## src/rtl/ic74165_piso_tx.sv

```systemverilog
// Cascaded 74LS165 PISO transmitter with internal load/shift sequencer and serial clock.
// Optional odd-parity trailer bit enabled by defining IC74165_PISO_TX_PARITY_EN.
module ic74165_piso_tx #(
  parameter int CHIPS   = 1,
  parameter int DIVIDER = 4
) (
  input  logic               clk,
  input  logic               reset,
  input  logic               start,
  input  logic [8*CHIPS-1:0] data_in,
  input  logic               ser,
  output logic               q,
  output logic               q_n,
  output logic               sclk,
  output logic               busy,
  output logic               done
);

  localparam int N  = 8 * CHIPS;
  localparam int BW = $clog2(N + 1);
  localparam int DW = $clog2(DIVIDER + 1);
  localparam logic [DW-1:0] DIV_LAST = DW'(DIVIDER - 1);
`ifdef IC74165_PISO_TX_PARITY_EN
  localparam logic [BW-1:0] DATA_LAST = BW'(N - 1);
  localparam logic [BW-1:0] BIT_LAST  = BW'(N);
`else
  localparam logic [BW-1:0] BIT_LAST  = BW'(N - 1);
`endif

  typedef enum logic [1:0] {IDLE, SHIFT_LOW, SHIFT_HIGH, DONE} state_t;

  state_t          state_q, state_d;
  logic [N-1:0]    sr_q, sr_d;
  logic [BW-1:0]   bit_q, bit_d;
  logic [DW-1:0]   div_q, div_d;
`ifdef IC74165_PISO_TX_PARITY_EN
  logic            par_q, par_d;
  logic            par_sel_q, par_sel_d;
`endif

  always_ff @(posedge clk or posedge reset) begin
    if (reset) begin
      state_q   <= IDLE;
      sr_q      <= '0;
      bit_q     <= '0;
      div_q     <= '0;
`ifdef IC74165_PISO_TX_PARITY_EN
      par_q     <= 1'b0;
      par_sel_q <= 1'b0;
`endif
    end else begin
      state_q   <= state_d;
      sr_q      <= sr_d;
      bit_q     <= bit_d;
      div_q     <= div_d;
`ifdef IC74165_PISO_TX_PARITY_EN
      par_q     <= par_d;
      par_sel_q <= par_sel_d;
`endif
    end
  end

  always_comb begin
    state_d   = state_q;
    sr_d      = sr_q;
    bit_d     = bit_q;
    div_d     = div_q;
`ifdef IC74165_PISO_TX_PARITY_EN
    par_d     = par_q;
    par_sel_d = par_sel_q;
`endif
    case (state_q)
      IDLE: begin
        if (start) begin
          sr_d    = data_in;
          bit_d   = '0;
          div_d   = '0;
          state_d = SHIFT_LOW;
`ifdef IC74165_PISO_TX_PARITY_EN
          par_d     = ~^data_in;
          par_sel_d = 1'b0;
`endif
        end
      end
      SHIFT_LOW: begin
        if (div_q == DIV_LAST) begin
          div_d   = '0;
          state_d = SHIFT_HIGH;
        end else begin
          div_d = div_q + 1'b1;
        end
      end
      SHIFT_HIGH: begin
        if (div_q == DIV_LAST) begin
          div_d = '0;
          if (bit_q == BIT_LAST) begin
            state_d = DONE;
          end else begin
            bit_d   = bit_q + 1'b1;
            state_d = SHIFT_LOW;
`ifdef IC74165_PISO_TX_PARITY_EN
            // After the last data bit q switches to the latched parity instead of shifting.
            if (bit_q == DATA_LAST) par_sel_d = 1'b1;
            else                    sr_d      = {sr_q[N-2:0], ser};
`else
            sr_d = {sr_q[N-2:0], ser};
`endif
          end
        end else begin
          div_d = div_q + 1'b1;
        end
      end
      DONE:    state_d = IDLE;
      default: state_d = IDLE;
    endcase
  end

  always_comb begin
`ifdef IC74165_PISO_TX_PARITY_EN
    q = par_sel_q ? par_q : sr_q[N-1];
`else
    q = sr_q[N-1];
`endif
    q_n  = ~q;
    sclk = (state_q == SHIFT_HIGH);
    busy = (state_q == SHIFT_LOW) || (state_q == SHIFT_HIGH);
    done = (state_q == DONE);
  end

endmodule

```

## config.mk

```make
export PLATFORM = sky130hd
export DESIGN_NAME = ic74165_piso_tx
export DESIGN_NICKNAME = d
export VERILOG_FILES = /design/src/rtl/ic74165_piso_tx.sv
export SDC_FILE = /design/constraint.sdc
export NUM_CORES = 1
export LEC_CHECK = 0
export ABC_CLOCK_PERIOD_IN_PS = 1700
export CORE_AREA = 10 10 68 70
export CTS_CLUSTER_SIZE = 25
export DETAILED_ROUTE_END_ITERATION = 6
export DIE_AREA = 0 0 78 80
export GPL_TIMING_DRIVEN = 0
export PLACE_DENSITY = 0.6
export SKIP_LAST_GASP = 1
export SLEW_MARGIN = 20
export SYNTH_ARGS = -nofsm -noshare
export SYNTH_HDL_FRONTEND = slang
export SYNTH_SLANG_ARGS = --single-unit
export TNS_END_PERCENT = 1
```

## constraint.sdc

```tcl
create_clock -name clk -period 1.7 [get_ports clk]
set_clock_uncertainty 0.05 [all_clocks]
set_input_delay 0.34 -clock clk [delete_from_list [all_inputs] [get_ports clk]]
set_output_delay 0.34 -clock clk [all_outputs]
set_load 0.02 [all_outputs]
```

# After elaboration in Yosys (flattened, before gate mapping)
# Index checks and enable logic that the tools add are counted.
[op_classes]
magnitude_cmp = 0
n_addsub = 2
muxes = 16
n_reduce_logical = 8
n_div = 0
multipliers = 0
n_eq_ne = 9
n_bitwise = 1
n_shift = 0
[op_table]
columns = ["op", "count"]
rows = [
  ["2-to-1 mux 8 bit", 3],
  ["one-hot mux 8 bit (2 select lines)", 1],
  ["2-to-1 mux 4 bit", 3],
  ["2-to-1 mux 2 bit", 4],
  ["one-hot mux 2 bit (4 select lines)", 1],
  ["one-hot mux 4 bit (2 select lines)", 1],
  ["2-to-1 mux 3 bit", 2],
  ["inequality test 2 bit, second input constant", 3],
  ["one-hot mux 3 bit (2 select lines)", 1],
  ["adder 4 x 1 -> 4 bit, second input constant", 1],
  ["equality test 2 bit, second input constant", 2],
  ["equality test 4 x 3 -> 1 bit, second input constant", 1],
  ["AND reduction 4 bit", 1],
  ["nonzero test 2 bit", 2],
  ["adder 3 x 1 -> 3 bit, second input constant", 1],
  ["equality test 3 x 2 -> 1 bit, second input constant", 1],
  ["AND reduction 3 bit", 1],
  ["equality test 2 x 1 -> 1 bit, second input constant", 1],
  ["logical NOT 2 bit", 1],
  ["inequality test 2 x 1 -> 1 bit, second input constant", 1],
  ["AND reduction 2 bit", 1],
  ["OR reduction 2 bit", 1],
  ["logical OR 1 bit", 1],
  ["NOT 1 bit", 1],
]
[totals]
rom_bits = 0
mem_count = 0
ff_bits = 17
in_bits = 12
latch_bits = 0
ram_bits = 0

# Logic depth before layout (Yosys ltp)
[depth]
depth_word = 4
mapped_depth = 8

# Worst setup path after synthesis
# Ideal clock, no wire load.
[synth_timing]
path_type = "flip-flop to flip-flop"
startpoint = "reg state_q[0]"
endpoint = "reg bit_q[0]"
path_slack_ps = -270
path_stages_with_launch = 8
required_time_ps = 1523
n_path_buf = 2
arrival_time_ps = 1793
setup_ps = 127
cell_sequence = "dfrtp_1 -> inv_1 -> ha_1 -> buf_6 -> and4b_4 -> a2111oi_4 -> buf_4 -> mux2i_1"
[synth_via]
elab_chain_cells = 3
word_cells_on_any_way = 8
classes_between = "eq/ne: 4; mux: 1; reduce/logical: 3"
[synth_lines]
columns = ["item", "line_no", "text"]
rows = [
  ["start, declared", "32", "state_t state_q, state_d;"],
  ["start signal, assigned", "52", "state_q <= state_d;"],
  ["equality test 2 bit (*)", "-", ""],
  ["named net sclk", "14", "output logic sclk,"],
  ["inequality test 2 bit (no source line) (tied with other cells)", "-", ""],
  ["AND reduction 4 bit (no source line)", "-", ""],
  ["end signal, assigned", "54", "bit_q <= bit_d;"],
  ["end, declared", "34", "logic [BW-1:0] bit_q, bit_d;"],
]
# Mark *: on every way through the listed nets, which the timed path passes. The rest lies on a longest branch.
# A chain may end at the register's enable or synchronous reset.

# Worst setup path after layout
[layout_timing]
startpoint = "reg state_q[1]"
endpoint = "reg bit_q[1]"
[layout_via]
elab_chain_cells = 3
word_cells_on_any_way = 8
classes_between = "eq/ne: 4; mux: 1; reduce/logical: 3"
[layout_lines]
columns = ["item", "line_no", "text"]
rows = [
  ["equality test 2 bit or logical NOT 2 bit (tied branches)", "72", "case (state_q)"],
  ["inequality test 2 bit (no source line) (tied with other cells)", "-", ""],
  ["AND reduction 4 bit (no source line)", "-", ""],
]
# Several ways; a longest one is shown, not always the timed one.

==> flow_metrics.env <==
export IMPL_status="complete, but fails checks"
export IMPL_violations="negative setup slack"
export IMPL_final_layout_size_suffix_gt1_share_pct=21.6
export IMPL_finalSetupViolCount=15
export IMPL_yosysMostFrequentCell="dfrtp_1"
export IMPL_switching_share_pct=42.8
export IMPL_setup_ws_ns=-0.132
export IMPL_r2r_start="state_q[1]$_DFFE_PP0P_"
export IMPL_hold_path_class="in2async"
export IMPL_crit_top_cell="buf_6"
export IMPL_synthArstFlopShare_pct=100
export IMPL_clock_fmax_ghz=0.546
export IMPL_clock_latency_ns=0.29
export IMPL_core_um2=3280
export IMPL_whs_ns=0.384
export IMPL_nets=130
export IMPL_syn_area_per_cell_um2=10.7
export IMPL_power_density_nw_per_um2=1750
export IMPL_yosysTopAreaCellShare_pct=44.6
export IMPL_cap_violations=0
export IMPL_post_route_cell_area_um2=1220
export IMPL_critPathTopFamily="buffers and inverters"
export IMPL_multi_input_area_um2=490
export IMPL_reg2reg_slack_ns=-0.13
export IMPL_r2r_cells=8
export IMPL_placed_cells=151
export IMPL_drv_slew=0
export IMPL_p_comb_share_pct=58.8
export IMPL_worst_slew_pin_transition_ns=0.651
export IMPL_antenna_found_initial=0
export IMPL_die_w_um=78
export IMPL_yosysSeqAreaShare_pct=44.6
export IMPL_reg2reg_to="bit_q[1]$_DFFE_PP0P_"
export IMPL_syn_area_um2=955
export IMPL_area_growth_syn_to_layout_pct=28.3
export IMPL_hpwl_mm=1.40
export IMPL_area_sequential_um2=425
export IMPL_pre_cts_slack_ns=-0.181
export IMPL_cp_slowest_cell="dfrtp_1"
export IMPL_tritoncts="done"
export IMPL_gp_congestion=0.726
export IMPL_path_buf_inv=3
export IMPL_timing_final_crit_period_ns=1.83
export IMPL_synth_main_ff_cell="dfrtp_1"
export IMPL_dr_total_vias=705
export IMPL_cts_clk_slew_worst_paths_ns=0.09
export IMPL_fin_tns_setup_ns=-1.40
export IMPL_seqPwrFrac_pct=31.4
export IMPL_netlist_top_cells_count="dfrtp_1, mux2i_1, nor2_1, a21oi_2"
export IMPL_start_kind="flop"
export IMPL_rsz0062_at_grt="true"
export IMPL_max_stage_delay_ns=0.42
export IMPL_grt_overflow=0
export IMPL_track_usage_pct=6.19
export IMPL_htreeDepth=1
export IMPL_wl_mm=1.88
export IMPL_timing_final_crit_share_pct=108
export IMPL_netlist_instances=89
export IMPL_pwr_share_clk_pct=9.8
export IMPL_path_cells="buf_4, ha_4, buf_6, and4b_4, a2111oi_4, buf_6, nand3_1, o21ai_1"
export IMPL_initial_core_util_pct=29.1
export IMPL_cts_sinks=17
export IMPL_power_switching_mw=0.919
export IMPL_io_pin_count=17
export IMPL_avgViaCountPerCell=4.49
export IMPL_portBuffers=16
export IMPL_hold_viol=0
export IMPL_fillers=343
export IMPL_cp_end_kind="flop"
export IMPL_crit_arrival_ns=2.00
export IMPL_synth_edf_count=0
export IMPL_cts_buffer_depth=2
export IMPL_cts_root_buf="clkbuf_4"
export IMPL_critPathRequiredTime_ns=1.87
export IMPL_die_h_um=80
export IMPL_fp_dieArea_um2=6240
export IMPL_peakVddDrop_v=0.000554
export IMPL_grt_max_degree=18
export IMPL_crit_path_max_fanout=10
export IMPL_first_global_vias=710
export IMPL_synth_largest_area_cell="dfrtp_1"
export IMPL_relSlewSlack_pct=56.6
export IMPL_post_drt_wl_per_cell_um=12.0
export IMPL_yosys_top_cells_area="dfrtp_1, mux2i_1, ha_1, a21oi_2, nor2_1"
export IMPL_grt_pass1_wl_mm=3.11
export IMPL_n_antenna_cell=0
export IMPL_num_rows=21
export IMPL_ys_ff_latch=17
export IMPL_ys_types=26
export IMPL_postRouteAntennaNets=0
export IMPL_critical_path_class="reg2reg"
export IMPL_first_iter_violations=9
export IMPL_placed_area_um2=1190
export IMPL_stdcell_count=157
export IMPL_p_int_mw=1.23
export IMPL_post_route_drc_count=0
export IMPL_final_util_pct=37.3
export IMPL_finalPower_mw=2.15
export IMPL_yosys_warnings=0
export IMPL_synth_fp_nets=107
export IMPL_cts_buffers=3
export IMPL_drtPass1Iterations=4
export IMPL_cellLeakagePower_nw=0.514
-- layout by cell type (no fill, tap or decap), drive strengths merged --
cell	n
o21ai	5
a2111oi	1
nand2	6
o21a	1
mux2i	9
clkdlybuf4s50	13
nand3	4
nand2b	2
nor2	9
buf	6
or2	1
a21o	1
and4b	1
ha	6
dfrtp	17
a211oi	1
a32o	1
a22o	1
a21oi	10
clkbuf	5
nor3b	1
o31ai	1
dlygate4sd2	2
inv	5
nor2b	2
-- cells by family (layout without fill, tap and decap cells) --
group | count (synthesis) | count (layout) | share of synthesized area (%)
AO/OA/AOI/OAI | 22 | 22 | 19.0
buffers and inverters | 9 | 31 | 5.64
adder cells (fa/ha/maj) | 6 | 6 | 7.86
AND/OR/NAND/NOR | 26 | 26 | 13.5
flip-flops | 17 | 17 | 44.6
multiplexers | 9 | 9 | 9.44
-- routing by layer --
layer	GRT usage, %	up-vias	wire [um]
li1	-	355	-
met1	6.80	326	874
met2	10.3	19	861
met3	1.91	5	103
met4	3.76	0	41
met5	0	-	0
-- power groups by stage --
stage          Sequential, mW  Clock, mW  Combinational (mW)
3_3_place_gp            0.678          0                1.25
2_1_floorplan           0.677          0               0.975
5_1_grt                 0.691      0.242                1.41
3_5_place_dp            0.691          0                1.28
4_1_cts                 0.676      0.227                1.30
6_report                0.673      0.211                1.26
-- how the worst max path moves through the flow --
stage | slack [ns] | cells past startpoint | end | from
floorplan | 0.01 | 7 | bit_q[0]$_DFFE_PP0P_ | state_q[0]$_DFFE_PP0P_
global placement | -0.15 | 3 | busy | state_q[1]$_DFFE_PP0P_
detailed placement | -0.18 | 3 | busy | state_q[1]$_DFFE_PP0P_
CTS | -0.19 | 3 | busy | state_q[0]$_DFFE_PP0P_
global route | -0.24 | 8 | bit_q[1]$_DFFE_PP0P_ | state_q[1]$_DFFE_PP0P_
finish | -0.13 | 8 | bit_q[1]$_DFFE_PP0P_ | state_q[1]$_DFFE_PP0P_
-- cell type report --
class / count / share of cell area [%]
buffer: 4 / 3.17
inverter: 5 / 1.53
tap: 46 / 4.70
clock buffer: 4 / 2.15
sequential: 17 / 34.7
multi-input combinational: 63 / 40.0
timing repair buffer: 18 / 13.7
-- repair_timing --
action                     in CTS  in global routing
resized for setup               4                  1
hold buffers                    0                  0
setup endpoints to repair      16                 18
hold endpoints to repair        0                  0
buffers inserted                2                  0
-- state kept, by name, indices dropped and copies added, names as in the netlist --
name / cells
sr_q: 8
bit_q: 4
div_q: 3
state_q: 2
Note: power is estimated with default switching activity, not from simulation.
